--- config.mk ---
export PLATFORM = sky130hd
export DESIGN_NAME = atm_keypad_frontend
export DESIGN_NICKNAME = d
export VERILOG_FILES = /design/src/rtl/atm_defs_pkg.sv /design/src/rtl/atm_decimal_accumulator.sv /design/src/rtl/atm_keypad_frontend.sv
export SDC_FILE = /design/constraint.sdc
export NUM_CORES = 1
export LEC_CHECK = 0
export CAP_MARGIN = 20
export CORE_ASPECT_RATIO = 0.75
export CORE_MARGIN = 2
export CORE_UTILIZATION = 30
export CTS_CLUSTER_DIAMETER = 50
export DETAILED_ROUTE_END_ITERATION = 10
export DONT_BUFFER_PORTS = 1
export HOLD_SLACK_MARGIN = 0.12
export PLACE_DENSITY = 0.42
export SLEW_MARGIN = 10
export SYNTH_ARGS = -nofsm -noshare
export SYNTH_HDL_FRONTEND = slang
export SYNTH_HIERARCHICAL = 1
export SYNTH_SLANG_ARGS = --single-unit
--- constraint.sdc ---
create_clock -name clk -period 8.2 [get_ports clk]
set_input_delay 0 -clock clk [delete_from_list [all_inputs] [get_ports clk]]
set_output_delay 0 -clock clk [all_outputs]
set_load 0.03 [all_outputs]
--- src/rtl/atm_defs_pkg.sv ---
// Shared definitions for the ATM keypad front-end: menu codes, key codes and FSM states.
package atm_defs_pkg;

  localparam logic [2:0] BALANCE               = 3'd3;
  localparam logic [2:0] WITHDRAW              = 3'd4;
  localparam logic [2:0] WITHDRAW_SHOW_BALANCE = 3'd5;
  localparam logic [2:0] TRANSACTION           = 3'd6;
  localparam logic [2:0] EXIT                  = 3'd7;

  localparam logic [3:0] KEY_ENTER  = 4'hA;
  localparam logic [3:0] KEY_CLEAR  = 4'hB;
  localparam logic [3:0] KEY_CANCEL = 4'hC;

  typedef enum logic [2:0] {
    ST_IDLE,
    ST_PIN_ENTRY,
    ST_MENU_SELECT,
    ST_DEST_ENTRY,
    ST_AMOUNT_ENTRY,
    ST_ISSUE,
    ST_EXIT_PULSE
  } fe_state_t;

  function automatic logic is_digit(input logic [3:0] k);
    return k <= 4'd9;
  endfunction

endpackage

--- src/rtl/atm_decimal_accumulator.sv ---
// Decimal entry accumulator: acc = acc*10 + digit, limited to four digits.
module atm_decimal_accumulator (
  input  logic        clk,
  input  logic        rst,
  input  logic        clr,
  input  logic        digit_valid,
  input  logic [3:0]  digit,
  output logic [13:0] acc
);

  logic [2:0] ndig;

  always_ff @(posedge clk or posedge rst) begin
    if (rst) begin
      acc  <= '0;
      ndig <= '0;
    end else if (clr) begin
      acc  <= '0;
      ndig <= '0;
    end else if (digit_valid && (ndig < 3'd4)) begin
      // four digits top out at 9999, so 14 bits never wrap
      acc  <= (acc << 3) + (acc << 1) + {10'd0, digit};
      ndig <= ndig + 3'd1;
    end
  end

endmodule

--- src/rtl/atm_keypad_frontend.sv ---
// Keypad/card session front-end producing held commands for the ATM controller.
//
// state           | meaning
// ST_IDLE         | no session, waiting for card insertion edge
// ST_PIN_ENTRY    | collecting PIN digit, ENTER confirms
// ST_MENU_SELECT  | waiting for menu digit
// ST_DEST_ENTRY   | accumulating destination account
// ST_AMOUNT_ENTRY | accumulating amount
// ST_ISSUE        | command held with cmdValid until cmdReady
// ST_EXIT_PULSE   | one-cycle exit, session registers cleared
module atm_keypad_frontend
  import atm_defs_pkg::*;
#(
  parameter int TIMEOUT_CYCLES = 1000,
  parameter int AMT_MAX        = 2047
) (
  input  logic        clk,
  input  logic        rst,
  input  logic        cardInserted,
  input  logic [11:0] cardAccNumber,
  input  logic        keyValid,
  input  logic [3:0]  keyCode,
  input  logic        cmdReady,
  output logic [11:0] accNumber,
  output logic [3:0]  pin,
  output logic [2:0]  menuOption,
  output logic [10:0] amount,
  output logic [11:0] destinationAccNumber,
  output logic        cmdValid,
  output logic        exit,
  output logic        entryError,
  output logic        busy
);

  localparam int TW = $clog2(TIMEOUT_CYCLES);
  localparam logic [TW-1:0] TMR_LOAD = TW'(TIMEOUT_CYCLES - 1);

  fe_state_t state, nxt;

  logic [13:0]   acc;
  logic [TW-1:0] tmr;
  logic          card_q;
  logic          pin_ok;

  logic key_dig, key_enter, key_clear, key_cancel;
  logic tmr_run, timed_out, abort;
  logic ld_card, ld_pin, ld_menu, ld_dest, ld_amt, clr_amt, clr_all, err;
  logic acc_clr, acc_dig;

  assign key_dig    = keyValid && is_digit(keyCode);
  assign key_enter  = keyValid && (keyCode == KEY_ENTER);
  assign key_clear  = keyValid && (keyCode == KEY_CLEAR);
  assign key_cancel = keyValid && (keyCode == KEY_CANCEL);

  assign tmr_run   = (state == ST_PIN_ENTRY) || (state == ST_MENU_SELECT) ||
                     (state == ST_DEST_ENTRY) || (state == ST_AMOUNT_ENTRY);
  assign timed_out = tmr_run && (tmr == '0) && !keyValid;
  assign abort     = (state != ST_IDLE) && (state != ST_EXIT_PULSE) &&
                     (key_cancel || !cardInserted || timed_out);

  always_ff @(posedge clk or posedge rst) begin
    if (rst) state <= ST_IDLE;
    else     state <= nxt;
  end

  always_comb begin
    nxt     = state;
    ld_card = 1'b0;
    ld_pin  = 1'b0;
    ld_menu = 1'b0;
    ld_dest = 1'b0;
    ld_amt  = 1'b0;
    clr_amt = 1'b0;
    clr_all = 1'b0;
    err     = 1'b0;
    acc_clr = 1'b0;
    acc_dig = 1'b0;
    case (state)
      ST_IDLE: begin
        if (cardInserted && !card_q) begin
          ld_card = 1'b1;
          nxt     = ST_PIN_ENTRY;
        end
      end
      ST_PIN_ENTRY: begin
        if (key_dig) ld_pin = 1'b1;
        else if (key_enter) begin
          if (pin_ok) nxt = ST_MENU_SELECT;
          else        err = 1'b1;
        end
      end
      ST_MENU_SELECT: begin
        acc_clr = 1'b1;
        if (key_dig && !keyCode[3]) begin
          case (keyCode[2:0])
            BALANCE: begin
              ld_menu = 1'b1;
              nxt     = ST_ISSUE;
            end
            WITHDRAW, WITHDRAW_SHOW_BALANCE: begin
              ld_menu = 1'b1;
              nxt     = ST_AMOUNT_ENTRY;
            end
            TRANSACTION: begin
              ld_menu = 1'b1;
              nxt     = ST_DEST_ENTRY;
            end
            EXIT:    nxt = ST_EXIT_PULSE;
            default: ;
          endcase
        end
      end
      ST_DEST_ENTRY: begin
        acc_dig = key_dig;
        if (key_clear) acc_clr = 1'b1;
        else if (key_enter) begin
          acc_clr = 1'b1;
          if ((acc != '0) && (acc <= 14'd4095) && (acc[11:0] != accNumber)) begin
            ld_dest = 1'b1;
            nxt     = ST_AMOUNT_ENTRY;
          end else begin
            err = 1'b1;
          end
        end
      end
      ST_AMOUNT_ENTRY: begin
        acc_dig = key_dig;
        if (key_clear) acc_clr = 1'b1;
        else if (key_enter) begin
          if ((acc != '0) && (acc <= 14'(AMT_MAX))) begin
            ld_amt = 1'b1;
            nxt    = ST_ISSUE;
          end else begin
            err     = 1'b1;
            acc_clr = 1'b1;
          end
        end
      end
      ST_ISSUE: begin
        if (cmdReady) begin
          clr_amt = 1'b1;
          acc_clr = 1'b1;
          nxt     = ST_MENU_SELECT;
        end
      end
      ST_EXIT_PULSE: begin
        clr_all = 1'b1;
        acc_clr = 1'b1;
        nxt     = ST_IDLE;
      end
      default: nxt = ST_IDLE;
    endcase
    // cancel, card removal and timeout override whatever the state decided
    if (abort) begin
      nxt = ST_EXIT_PULSE;
      err = 1'b0;
    end
  end

  always_ff @(posedge clk or posedge rst) begin
    if (rst) begin
      accNumber            <= '0;
      pin                  <= '0;
      pin_ok               <= 1'b0;
      menuOption           <= '0;
      amount               <= '0;
      destinationAccNumber <= '0;
      entryError           <= 1'b0;
      card_q               <= 1'b0;
      tmr                  <= TMR_LOAD;
    end else begin
      card_q     <= cardInserted;
      entryError <= err;
      if (!tmr_run || keyValid) tmr <= TMR_LOAD;
      else if (tmr != '0)       tmr <= tmr - TW'(1);
      if (clr_all) begin
        accNumber            <= '0;
        pin                  <= '0;
        pin_ok               <= 1'b0;
        menuOption           <= '0;
        amount               <= '0;
        destinationAccNumber <= '0;
      end else begin
        if (ld_card) accNumber <= cardAccNumber;
        if (ld_pin) begin
          pin    <= keyCode;
          pin_ok <= 1'b1;
        end
        if (ld_menu) menuOption <= keyCode[2:0];
        if (ld_dest) destinationAccNumber <= acc[11:0];
        if (ld_amt)       amount <= acc[10:0];
        else if (clr_amt) amount <= '0;
      end
    end
  end

  atm_decimal_accumulator u_acc (
    .clk         (clk),
    .rst         (rst),
    .clr         (acc_clr),
    .digit_valid (acc_dig),
    .digit       (keyCode),
    .acc         (acc)
  );

  assign cmdValid = (state == ST_ISSUE);
  assign exit     = (state == ST_EXIT_PULSE);
  assign busy     = (state != ST_IDLE);

endmodule

==> results.toml <==
[setup_path]
ff2ff_setup_slack_ns = 5.08
path_class = "reg -> reg"
cpPeakStageDelay_ns = 0.70
crit_required_ns = 8.41
crit_path_frequent_cell = "nor2_1"
path_cells = "clkinv_1 > nor2_1 > a22oi_1 > o21ai_0 > nand2b_1 > nor2_1 > nand4_1 > or3b_1"
arrival_ns = 3.33
cp_max_fo = 13
cp-end-kind = "flip-flop"
crit_slowest_cell = "nor2_1"
worst_setup_path_start_kind = "flip-flop"

[outcome]
status = "finished, final reports clean"

[cts]
clock_sinks = 75
clock_path_buffers = 2
cts-root-buf = "clkbuf_16"
cts_resized = 0
clock_latency_ns = 0.34
postCtsSetupBuffers = 0
h-tree-depth = 3
cts_made_buffers = 9
clk_pin_slew_ns = 0.06
cts_tree = "yes"

[drt]
drt_iter0_markers = 223
wirelength_mm = 12.6
ant_nets = 0
post-route-drc-count = 0
wire_per_inst_um = 20.1
vias = 3343
dr.pass1.iters = 4
vias_per_cell = 5.31

[grt]
grt_pass1_wl_mm = 20.3
antenna_found_initial = 0
grt_pass1_vias = 3425
gr-total-overflow = 0
use_met2_pct = 24.2
track_usage_pct = 17.6
gr-usage-met3_pct = 5.43
grt_busiest_layer = "met1"
use_met1_pct = 26.7
grt_start_max_net_pins = 59

[synth]
synth-seq-cells = 75
ys.flop_type = "dfrtp_1"
synth.area.top_cells = "dfrtp_1 (39%), ha_1 (7.3%), mux2i_1 (6.0%)"
yosysTopAreaCell = "dfrtp_1"
synth_top_area_share_pct = 38.9
yosysMostFrequentCell = "dfrtp_1"
synth_area_sq_mm = 0.00431
synth_commonest_cells = "dfrtp_1 (67), nor2_1 (46), nand2_1 (36), mux2i_1 (26), ha_1 (25)"
synth-edff-count = 0
ys_types = 59
ys_seq_area_share_pct = 43.8
synth_warnings = 6
syn-num-nets = 478
avgSynthCellArea_sq_um = 10.0
syn-instance-count = 430
async_reset_ff_share_pct = 100

[power_and_ir_drop]
total_power_uw = 1360
ir_worst_vdd_uv = 129
powerDensity_mw_per_mm2 = 272
power.leakage_uw = 0.00246

[sta]
worst_pin_slew_ns = 1.06
fin_setup_tns_ns = 0
min_period_ns = 3.12
slew_violations = 0
fmax_mhz = 321
slew_headroom_pct = 29.1
worst_slack_ns = 5.08
finalSetupViolCount = 0
hold_viol = 0
skew_ns = 0.00908
rsz0062_at_grt = "false"
min_period_over_period_pct = 38.0

[die]
die_area_sq_mm = 0.0153
fp.dieH_um = 108
rows = 37
chipWidth_um = 142
start_util_pct = 31.0
ios = 67
coreArea_sq_mm = 0.0139

[finish]
drive_above_1_share_pct = 8.81
syn_to_final_growth_pct = 16.3
nets = 497
design_area_sq_mm = 0.00501
antennaDiodeCount = 0
final_util_pct = 36.1

[run]
maxCapViolCount = 0

[place]
post-place-ws_ns = 5.13
io_buffer_count = 0
placed_area_sq_mm = 0.00448
dp_hpwl_mm = 8.83
place.gp.congestion = 0.790

[worst_hold_path]
worst_hold_path_type = "in -> reg"
==> sequential cells by signal, summed over array words and instances (netlist names), 3 cells and up <==
name                  count
state                     3
accNumber                12
amount                   11
pin                       4
menuOption                3
destinationAccNumber     12
u_acc/ndig                3
tmr                      10
u_acc/acc                14
==> area by class of cell <==
type | instances | area, sq um
clock buffer | 11 | 243
clock inverter | 5 | 60.1
fill | 1428 | 8880
inverter | 14 | 52.6
multi-input combinational | 324 | 2300
sequential | 75 | 1890
tap | 175 | 219
timing repair buffer | 25 | 243
==> per-stage QoR <==
| stage | instances | hold WS, ns |
|---|---|---|
| 2_1_floorplan | 430 | -0.0739 |
| 3_3_place_gp | 591 | 0.0318 |
| 3_5_place_dp | 591 | 0.0318 |
| 4_1_cts | 629 | 0.130 |
| 5_1_grt | 629 | 0.157 |
| 6_report | 629 | 0.134 |
==> path summary, 6_finish.rpt <==
check                              startpoint                       to  depth (start not counted)
min in group asynchronous                 rst             u_acc/acc[2]                          2
max in group asynchronous                 rst  destinationAccNumber[1]                          3
worst min register to register  u_acc/ndig[2]            u_acc/ndig[2]                          2
worst max-delay path                 state[0]            u_acc/acc[13]                          8
worst min-delay path             cardInserted                 state[2]                          3
worst max register to register       state[0]            u_acc/acc[13]                          8
==> report_power, final <==
| group | switching [uW] | internal [uW] | leakage (uW) | total (uW) |
|---|---|---|---|---|
| combinational | 271 | 157 | 0.00130 | 427 |
| clock | 162 | 245 | 0.000146 | 407 |
| sequential | 114 | 411 | 0.00101 | 525 |
==> placed cells by master (no fill, tap or decap), types with 14 or more instances in the layout <==
cell type / n
dlygate4sd3_1: 22
nand2_1: 36
ha_1: 25
dfrtp_1: 67
a22o_1: 21
xor2_1: 15
o21ai_0: 14
mux2i_1: 26
nor2_1: 46
==> worst max-delay path, delay by kind of cell (launching register included) <==
family / cells / cell delay, ns
AOI/OAI and AO/OA: 2 / 0.42
buffers and inverters: 1 / 0.34
DFF: 1 / 0.58
and+or+nand+nor: 5 / 1.67
==> kinds of logic after synthesis <==
| kind of cell | synth area share [%] |
|---|---|
| simple gates | 18.4 |
| compound gates | 15.3 |
| flops | 43.8 |
| buf+inv | 2.82 |
| xor+xnor | 5.49 |
| fa+ha+maj | 8.20 |
| mux | 6.04 |
==> timing repair <==
| item | in CTS | in global routing |
|---|---|---|
| setup endpoints to repair | 0 | 0 |
| endpoints found under the hold margin | 116 | 0 |
| hold buffers | 22 | 0 |
==> routing by layer <==
layer,part of all wire (%),wire length [um]
met2,40,5090
met5,0,0
met4,0.38,48
met3,8.3,1040
met1,51,6430
No activity file was read; power rests on OpenSTA's default activity.
